==> config.mk <==
export PLATFORM = sky130hd
export DESIGN_NAME = scan_chain_ctrl
export DESIGN_NICKNAME = d
export VERILOG_FILES = /design/src/rtl/scan_ctrl_pkg.sv /design/src/rtl/scan_shift_cnt.sv /design/src/rtl/scan_chain_ctrl.sv
export SDC_FILE = /design/constraint.sdc
export NUM_CORES = 1
export LEC_CHECK = 0
export BUFFER_PORTS_ARGS = -buffer_cell sky130_fd_sc_hd__buf_2
export CAP_MARGIN = 20
export CORE_MARGIN = 5
export CORE_UTILIZATION = 37
export CTS_BUF_LIST = sky130_fd_sc_hd__clkbuf_8 sky130_fd_sc_hd__clkbuf_16
export DETAILED_ROUTE_END_ITERATION = 10
export SYNTH_ARGS = -nofsm -noshare
export SYNTH_HDL_FRONTEND = slang
export SYNTH_SLANG_ARGS = --single-unit
==> constraint.sdc <==
create_clock -name CP -period 3.1 [get_ports CP]
set_clock_uncertainty 0.2 [all_clocks]
set_input_delay 0.62 -clock CP [delete_from_list [all_inputs] [get_ports CP]]
set_output_delay 0.62 -clock CP [all_outputs]
set_load 0.03 [all_outputs]
==> src/rtl/scan_ctrl_pkg.sv <==
// Shared encodings for the scan chain sequencer: op codes and FSM states.
package scan_ctrl_pkg;

  localparam logic [1:0] OP_SHIFT   = 2'd0;
  localparam logic [1:0] OP_CAPTURE = 2'd1;
  localparam logic [1:0] OP_CLEAR   = 2'd2;
  localparam logic [1:0] OP_PRESET  = 2'd3;

  typedef enum logic [2:0] {
    ST_IDLE   = 3'd0,
    ST_LOAD   = 3'd1,
    ST_CAPT   = 3'd2,
    ST_UNLOAD = 3'd3,
    ST_PULSE  = 3'd4,
    ST_FIN    = 3'd5
  } state_e;

endpackage

==> src/rtl/scan_shift_cnt.sv <==
// Loadable down-counter with zero flag; exposes its next value so the
// sequencer can register outputs that depend on the upcoming count.
module scan_shift_cnt
  import scan_ctrl_pkg::*;
#(
  parameter int CNT_W = 4
) (
  input  logic             clk_i,
  input  logic             rst_i,
  input  logic             load_i,
  input  logic [CNT_W-1:0] load_val_i,
  input  logic             dec_i,
  output logic [CNT_W-1:0] cnt_next_o,
  output logic             zero_o
);

  localparam logic [CNT_W-1:0] CNT_ONE  = CNT_W'(1);
  localparam logic [CNT_W-1:0] CNT_ZERO = CNT_W'(0);

  logic [CNT_W-1:0] cnt_q;
  logic [CNT_W-1:0] cnt_d;

  always_comb begin
    cnt_d = cnt_q;
    if (load_i) begin
      cnt_d = load_val_i;
    end else if (dec_i && (cnt_q != CNT_ZERO)) begin
      cnt_d = cnt_q - CNT_ONE;
    end else begin
      cnt_d = cnt_q;
    end
  end

  always_ff @(posedge clk_i) begin
    if (rst_i) begin
      cnt_q <= CNT_ZERO;
    end else begin
      cnt_q <= cnt_d;
    end
  end

  assign cnt_next_o = cnt_d;
  assign zero_o     = (cnt_q == CNT_ZERO);

endmodule

==> src/rtl/scan_chain_ctrl.sv <==
// Scan chain sequencer: shift / capture / clear / preset ops on one muxed-scan
// chain, with serial scan-out gathered into a parallel response word.
module scan_chain_ctrl
  import scan_ctrl_pkg::*;
#(
  parameter int CHAIN_LEN      = 16,
  parameter int CAPTURE_CYCLES = 1
) (
  input  logic                 CP,
  input  logic                 RST,
  input  logic                 START,
  input  logic [1:0]           OP,
  input  logic [CHAIN_LEN-1:0] PAT_IN,
  input  logic                 SO,
  output logic                 TE,
  output logic                 TI,
  output logic                 CHAIN_CLK_EN,
  output logic                 CD_N,
  output logic                 SD_N,
  output logic                 BUSY,
  output logic                 DONE,
  output logic [CHAIN_LEN-1:0] RESP_OUT
);

  localparam int CNT_W = $clog2(CHAIN_LEN + CAPTURE_CYCLES + 1);
  localparam logic [CNT_W-1:0] LOAD_N = CNT_W'(CHAIN_LEN - 1);
  localparam logic [CNT_W-1:0] LOAD_C = CNT_W'(CAPTURE_CYCLES - 1);

  state_e               state_q, state_d;
  logic [1:0]           op_q, op_d;
  logic [CHAIN_LEN-1:0] pat_q, pat_d, pat_sh;
  logic [CHAIN_LEN-1:0] shadow_q, shadow_d;
  logic [CHAIN_LEN-1:0] resp_q, resp_d;
  logic                 cnt_load, cnt_dec, cnt_zero;
  logic [CNT_W-1:0]     cnt_val, cnt_next;
  logic te_q, ti_q, clk_en_q, cd_n_q, sd_n_q, busy_q, done_q;
  logic te_d, ti_d, clk_en_d, cd_n_d, sd_n_d, busy_d, done_d;

  scan_shift_cnt #(.CNT_W(CNT_W)) u_cnt (
    .clk_i      (CP),
    .rst_i      (RST),
    .load_i     (cnt_load),
    .load_val_i (cnt_val),
    .dec_i      (cnt_dec),
    .cnt_next_o (cnt_next),
    .zero_o     (cnt_zero)
  );

  // FIN doubles as an accept point so back-to-back ops see BUSY low for one cycle.
  always_comb begin
    state_d  = state_q;
    op_d     = op_q;
    pat_d    = pat_q;
    cnt_load = 1'b0;
    cnt_val  = LOAD_N;
    cnt_dec  = 1'b0;
    case (state_q)
      ST_IDLE, ST_FIN: begin
        state_d = ST_IDLE;
        if (START) begin
          op_d     = OP;
          pat_d    = PAT_IN;
          cnt_load = 1'b1;
          case (OP)
            OP_SHIFT:   state_d = ST_UNLOAD;
            OP_CAPTURE: state_d = ST_LOAD;
            default:    state_d = ST_PULSE;
          endcase
        end else begin
          state_d = ST_IDLE;
        end
      end
      ST_LOAD: begin
        if (cnt_zero) begin
          state_d  = ST_CAPT;
          cnt_load = 1'b1;
          cnt_val  = LOAD_C;
        end else begin
          cnt_dec = 1'b1;
        end
      end
      ST_CAPT: begin
        if (cnt_zero) begin
          state_d  = ST_UNLOAD;
          cnt_load = 1'b1;
        end else begin
          cnt_dec = 1'b1;
        end
      end
      ST_UNLOAD: begin
        if (cnt_zero) begin
          state_d = ST_FIN;
        end else begin
          cnt_dec = 1'b1;
        end
      end
      ST_PULSE: state_d = ST_FIN;
      default:  state_d = ST_IDLE;
    endcase
  end

  // Outputs are decoded from the next state so they are registered yet aligned to it.
  always_comb begin
    shadow_d = shadow_q;
    resp_d   = resp_q;
    if (state_q == ST_UNLOAD) begin
      shadow_d    = shadow_q << 1;
      shadow_d[0] = SO;
      if (cnt_zero) begin
        resp_d = shadow_d;
      end else begin
        resp_d = resp_q;
      end
    end else begin
      shadow_d = shadow_q;
    end
    pat_sh   = pat_d >> cnt_next;
    te_d     = (state_d == ST_LOAD) || (state_d == ST_UNLOAD);
    clk_en_d = te_d || (state_d == ST_CAPT);
    busy_d   = clk_en_d || (state_d == ST_PULSE);
    done_d   = (state_d == ST_FIN);
    cd_n_d   = !((state_d == ST_PULSE) && (op_d == OP_CLEAR));
    sd_n_d   = !((state_d == ST_PULSE) && (op_d == OP_PRESET));
    if ((state_d == ST_LOAD) || ((state_d == ST_UNLOAD) && (op_d == OP_SHIFT))) begin
      ti_d = pat_sh[0];
    end else begin
      ti_d = 1'b0;
    end
  end

  // State, datapath and output registers.
  always_ff @(posedge CP) begin
    if (RST) begin
      state_q  <= ST_IDLE;
      op_q     <= OP_SHIFT;
      pat_q    <= '0;
      shadow_q <= '0;
      resp_q   <= '0;
      te_q     <= 1'b0;
      ti_q     <= 1'b0;
      clk_en_q <= 1'b0;
      cd_n_q   <= 1'b1;
      sd_n_q   <= 1'b1;
      busy_q   <= 1'b0;
      done_q   <= 1'b0;
    end else begin
      state_q  <= state_d;
      op_q     <= op_d;
      pat_q    <= pat_d;
      shadow_q <= shadow_d;
      resp_q   <= resp_d;
      te_q     <= te_d;
      ti_q     <= ti_d;
      clk_en_q <= clk_en_d;
      cd_n_q   <= cd_n_d;
      sd_n_q   <= sd_n_d;
      busy_q   <= busy_d;
      done_q   <= done_d;
    end
  end

  assign TE           = te_q;
  assign TI           = ti_q;
  assign CHAIN_CLK_EN = clk_en_q;
  assign CD_N         = cd_n_q;
  assign SD_N         = sd_n_q;
  assign BUSY         = busy_q;
  assign DONE         = done_q;
  assign RESP_OUT     = resp_q;

endmodule

Word level (Yosys, flattened, before mapping)
Index checks and enable logic that the tools add are counted.
{"block": "word_totals", "register_bits": 64, "latchBits": 0, "ramBits": 0, "mem_bits_ro": 0, "input_bits": 22, "word_cells": 68, "n_memories": 0}
{"block": "classes", "addsub": 1, "multipliers": 0, "div": 0, "order_cmp": 0, "n_eq_ne": 13, "shift": 1, "n_mux": 19, "n_bitwise": 1, "reduce_logical": 20}
{"op": "2-to-1 mux 16 bit", "n": 2}
{"op": ">> shifter 16 x 5 -> 1 bit", "n": 1}
{"op": "one-hot mux 3 bit (5 select lines)", "n": 1}
{"op": "== test 3 x 2 -> 1 bit, second input constant", "n": 4}
{"op": "== test 3 bit, second input constant", "n": 4}
{"op": "2-to-1 mux 3 bit", "n": 4}
{"op": "2-to-1 mux 5 bit", "n": 2}
{"op": "2-to-1 mux 4 bit", "n": 2}
{"op": "== test 3 x 1 -> 1 bit, second input constant", "n": 2}
{"op": "one-hot mux 3 bit (2 select lines)", "n": 1}
{"op": "OR reduction 2 bit", "n": 3}
{"op": "logical NOT 5 bit", "n": 1}
{"op": "nonzero test 5 bit", "n": 1}
{"op": "subtractor 5 x 1 -> 5 bit, second input constant", "n": 1}
{"op": "== test 2 bit, second input constant", "n": 2}
{"op": "logical AND 1 bit", "n": 4}
{"op": "logical NOT 2 bit", "n": 2}
{"op": "logical OR 1 bit", "n": 4}
{"op": "2-to-1 mux 1 bit", "n": 4}
{"op": "2-to-1 mux 2 bit", "n": 2}
{"op": "logical NOT 3 bit", "n": 1}
{"op": "OR reduction 3 bit", "n": 1}
{"op": "== test 2 x 1 -> 1 bit, second input constant", "n": 1}
{"op": "logical NOT 1 bit", "n": 2}
{"op": "3 further kinds", "n": 3}

Longest topological paths before layout
{"block": "depth", "word_depth": 9, "ltp_mapped": 11, "mapped_depth_nobuf": 9}

Cells and area by module
A second synthesis with hierarchy kept.
{"block": "hier_totals", "cells_unflattened": 342, "area_unflattened_um2": 2763.9}
{"mod": "scan_chain_ctrl", "n_inst": 1, "cells_each": 300, "area_each_um2": 2432.3, "seq_area_each_um2": 1181.1}
{"mod": "scan_shift_cnt", "n_inst": 1, "cells_each": 42, "area_each_um2": 331.6, "seq_area_each_um2": 100.1}

Least setup slack after synthesis
Ideal clock, no wire load.
{"block": "synth_path", "path_kind": "register to register", "startpoint": "reg u_cnt.cnt_q[0]", "endpoint": "reg ti_q, in the netlist TI", "setup_ns": 0.058, "arrival_ns": 2.620, "t_required_ns": 2.842, "path_slack_ns": 0.222, "stages_incl_launch_ff": 12, "n_path_buf": 2, "synth_period_minus_slack_ns": 2.878, "path_cell_list": "dfxtp_1 -> clkbuf_1 -> inv_1 -> ha_1 -> or4b_1 -> buf_4 -> a32o_2 -> nor3_4 -> nand2_1 -> a31o_1 -> a2111oi_2 -> o211a_1"}
{"block": "synth_via", "elab_chain_len": 8, "elab_cells_between_ends": 23, "cone_classes": "add/sub (1); eq/ne (2); shift (1); mux (12); bitwise (1); reduce/logical (6)"}
{"element": "from (decl)", "line": "scan_shift_cnt.sv:20", "rtl": "logic [CNT_W-1:0] cnt_q;"}
{"element": "from (signal assigned)", "line": "scan_shift_cnt.sv:38", "rtl": "cnt_q <= cnt_d;"}
{"element": "branches (longest 8 deep; another with subtractor 5 x 1 -> 5 bit)"}
{"element": "to (signal assigned)", "line": "scan_chain_ctrl.sv:153", "rtl": "ti_q <= ti_d;"}
{"element": "to (decl)", "line": "scan_chain_ctrl.sv:36", "rtl": "logic te_q, ti_q, clk_en_q, cd_n_q, sd_n_q, busy_q, done_q;"}
Parallel ways; which one is timed is not known.
A chain may end at the register's enable or synchronous reset.

Final worst setup path
{"block": "layout_path", "startpoint": "reg u_cnt.cnt_q[1]", "endpoint": "reg ti_q, in the netlist TI"}
The elaborated chain is that of the path after synthesis.

==> flow_summary.yaml <==
critical_path:
  cp.required_ns: 3.15
  critPathTopFamily: "simple AND/OR/NAND/NOR gates"
  arrival_ns: 2.99
  endpoint_kind: "register"
  cp_max_fo: 6
  slowest_stage: "or4b_1"
  startpoint_type: "register"
  slowest_delay_ns: 0.57
  timing.critical_path.buf_inv: 1
  critPathKind: "register to register"
  cp_cell_sequence: "inv_1 -> ha_1 -> or4b_1 -> a32o_2 -> nor3_4 -> mux2_1 -> mux2i_1 -> a211oi_1 -> o211a_1"
routing:
  vias_per_cell: 5.09
  drt_iter0_markers: 114
  drc: 0
  wirelength_um: 6650
  first_pass_iters: 4
  wl_per_cell_um: 13.4
  ant_nets: 0
  vias: 2524
global_route:
  busiest_layer: "met2"
  track_usage_pct: 14.5
  grt_pass1_wl_um: 11200
  grt_pass1_vias: 2345
  grt_max_degree: 44
  met1_usage_pct: 19.1
  grt-ovfl-total: 0
  antenna_found_initial: 0
  grtUsageMet3_pct: 3.67
  use_met2_pct: 22.1
placement:
  hpwl_um: 4730
  portBuffers: 44
  placed_area_um2: 3130
  dp.cells: 480
  globalplace.congestion: 0.840
  place_ws_ns: 0.210
yosys:
  synth_cell_type_count: 57
  synth_area_um2: 2780
  ys.flop_type: "dfxtp_1"
  yosysSeqAreaShare_pct: 46.0
  synth-seq-cells: 64
  syn_area_per_cell_um2: 8.04
  synthCells: 346
  ys.warnings.count: 0
  ys_async_sr_fraction_pct: 0
  synth.net_count: 370
  synth_edf_count: 0
cells_and_area:
  mostFrequentLayoutCell: "nand2_1"
  drive_gt1_share_pct: 20.2
  antenna_cells: 0
  most-common-layout-cells: "103 x nand2_1, 64 x dfxtp_1, 52 x a21oi_1, 44 x buf_2, 20 x nor2_1"
  fin_area_um2: 3340
  stdcell_count: 496
  area_growth_pct: 20.1
  fin_util_pct: 45.8
  fin_nets: 416
  n_fill_cell: 763
floorplan:
  io_pins: 45
  fp.coreArea_um2: 7290
  rows: 31
  die_h_um: 96.7
  dieArea_um2: 9350
  start_util_pct: 38.2
  chipWidth_um: 96.7
power:
  clkPwrFrac_pct: 24.4
  leakage_nw: 1.30
  p_per_area_nw_per_um2: 890
  combPwrFrac_pct: 41.0
  seqPwrFrac_pct: 34.6
  p_sw_share_pct: 39.1
  intPower_mw: 1.81
  ir_worst_vdd_mv: 0.306
  switchingPower_mw: 1.16
  power_mw: 2.97
clocking:
  clock_latency_ns: 0.35
  cts_setup_buffers: 0
  cts_buffers: 9
  cts.reportedPaths.clkPinSlew_ns: 0.07
  cts_root_buffer: "clkbuf_8"
  cts_buffer_depth: 2
  htreeDepth: 3
  cts_tree: "yes"
  ctsHoldBuffers: 0
  clock_sinks: 64
sta:
  hold_slack_ns: 0.249
  min_period_ns: 2.94
  worst_slack_ns: 0.159
  relSlewSlack_pct: 55.0
  tightest_slew_ns: 0.666
  rsz0062_at_grt: "no"
  finalSetupTns_ns: 0
  fin_crit_sh_pct: 94.9
  hold_viol: 0
  setup_viol: 0
  clock.fmax_mhz: 340
  slew_viol_final: 0
min_path:
  hp-class: "register to register"
run_status:
  outcome: "complete, no violations"
run:
  drv_cap: 0
[registers in the layout, indices dropped and copies added, names as in the netlist]
signal,count
op_q,2
CD_N,1
TI,1
u_cnt.cnt_q,5
CHAIN_CLK_EN,1
RESP_OUT,16
SD_N,1
DONE,1
state_q,3
pat_q,16
TE,1
BUSY,1
shadow_q,15
[worst reg2reg max path, stage by stage (launching register included)]
cell and delay, ns:
dfxtp_1 0.34, inv_1 0.08, ha_1 0.16, or4b_1 0.57
a32o_2 0.36, nor3_4 0.31, mux2_1 0.36, mux2i_1 0.15
a211oi_1 0.09, o211a_1 0.22
[final cells by class]
| cell class | instances | area, µm² | area share [%] |
|---|---|---|---|
| tap | 99 | 124 | 3.71 |
| multi-input combinational | 254 | 1400 | 41.9 |
| timing repair buffer | 56 | 310 | 9.29 |
| inverter | 7 | 26.3 | 0.787 |
| clock inverter | 7 | 76.3 | 2.28 |
| sequential | 64 | 1280 | 38.4 |
| clock buffer | 9 | 124 | 3.71 |
[layer usage]
metal	vias to the layer above	part of all wire [%]	wire length (µm)
met2	56	45	2980
met3	12	4.5	297
li1	1277	-	-
met4	0	2.0	136
met5	-	0	0
met1	1179	49	3240
[final timing paths]
kind,startpoint,end,slack (ns),cells after the start
setup / recovery,u_cnt.cnt_q[1],TI,0.16,9
hold / removal,RESP_OUT[0],RESP_OUT[0],0.25,2
setup reg to reg,u_cnt.cnt_q[1],TI,0.16,9
hold reg to reg,RESP_OUT[0],RESP_OUT[0],0.25,2
[synth_stat cells (2+ instances only)]
cell      instances  share of area, %
ha_1              2              0.90
o22ai_1           2              0.45
xnor2_1           6               1.9
nor2_1           20               2.7
and3_1            2              0.45
nor3_1            5              0.90
and4_1            2              0.63
dfxtp_1          64                46
mux2i_1           2              0.72
buf_2             2              0.36
nand2b_1          3              0.67
clkbuf_1         18               2.4
o31ai_1           2              0.54
a211o_1           2              0.63
inv_1             6              0.81
nand2_1         103                14
a21oi_1          52               9.4
nor4b_1           4               1.3
nor2b_1           3              0.67
o32a_1            2              0.72
a211oi_1          3              0.81
a221o_1           2              0.72
nand3_1           4              0.72
nand4_1           2              0.45
[what timing repair did]
item / CTS / global route
gates resized for setup: 0 / 1
hold endpoints to repair: 0 / 0
setup endpoints to repair: 0 / 1
[power groups by stage]
stage / Sequential, mW / Combinational, mW / Clock [mW]
3_5_place_dp: 1.04 / 1.20 / 0
2_1_floorplan: 1.06 / 0.883 / 0
4_1_cts: 1.02 / 1.20 / 0.747
3_3_place_gp: 1.04 / 1.19 / 0
6_report: 1.03 / 1.22 / 0.726
5_1_grt: 1.04 / 1.34 / 0.779
[logic make-up after synthesis]
logic type / share of synthesized area (%)
xor gates and xnor gates: 2.20
adders and majority gates: 1.26
and+or+nand+nor: 25.0
DFF: 46.0
muxes: 1.53
AOI/OAI and AO/OA: 20.0
buffers and inverters: 4.00
(Power assumes the default switching activity.)
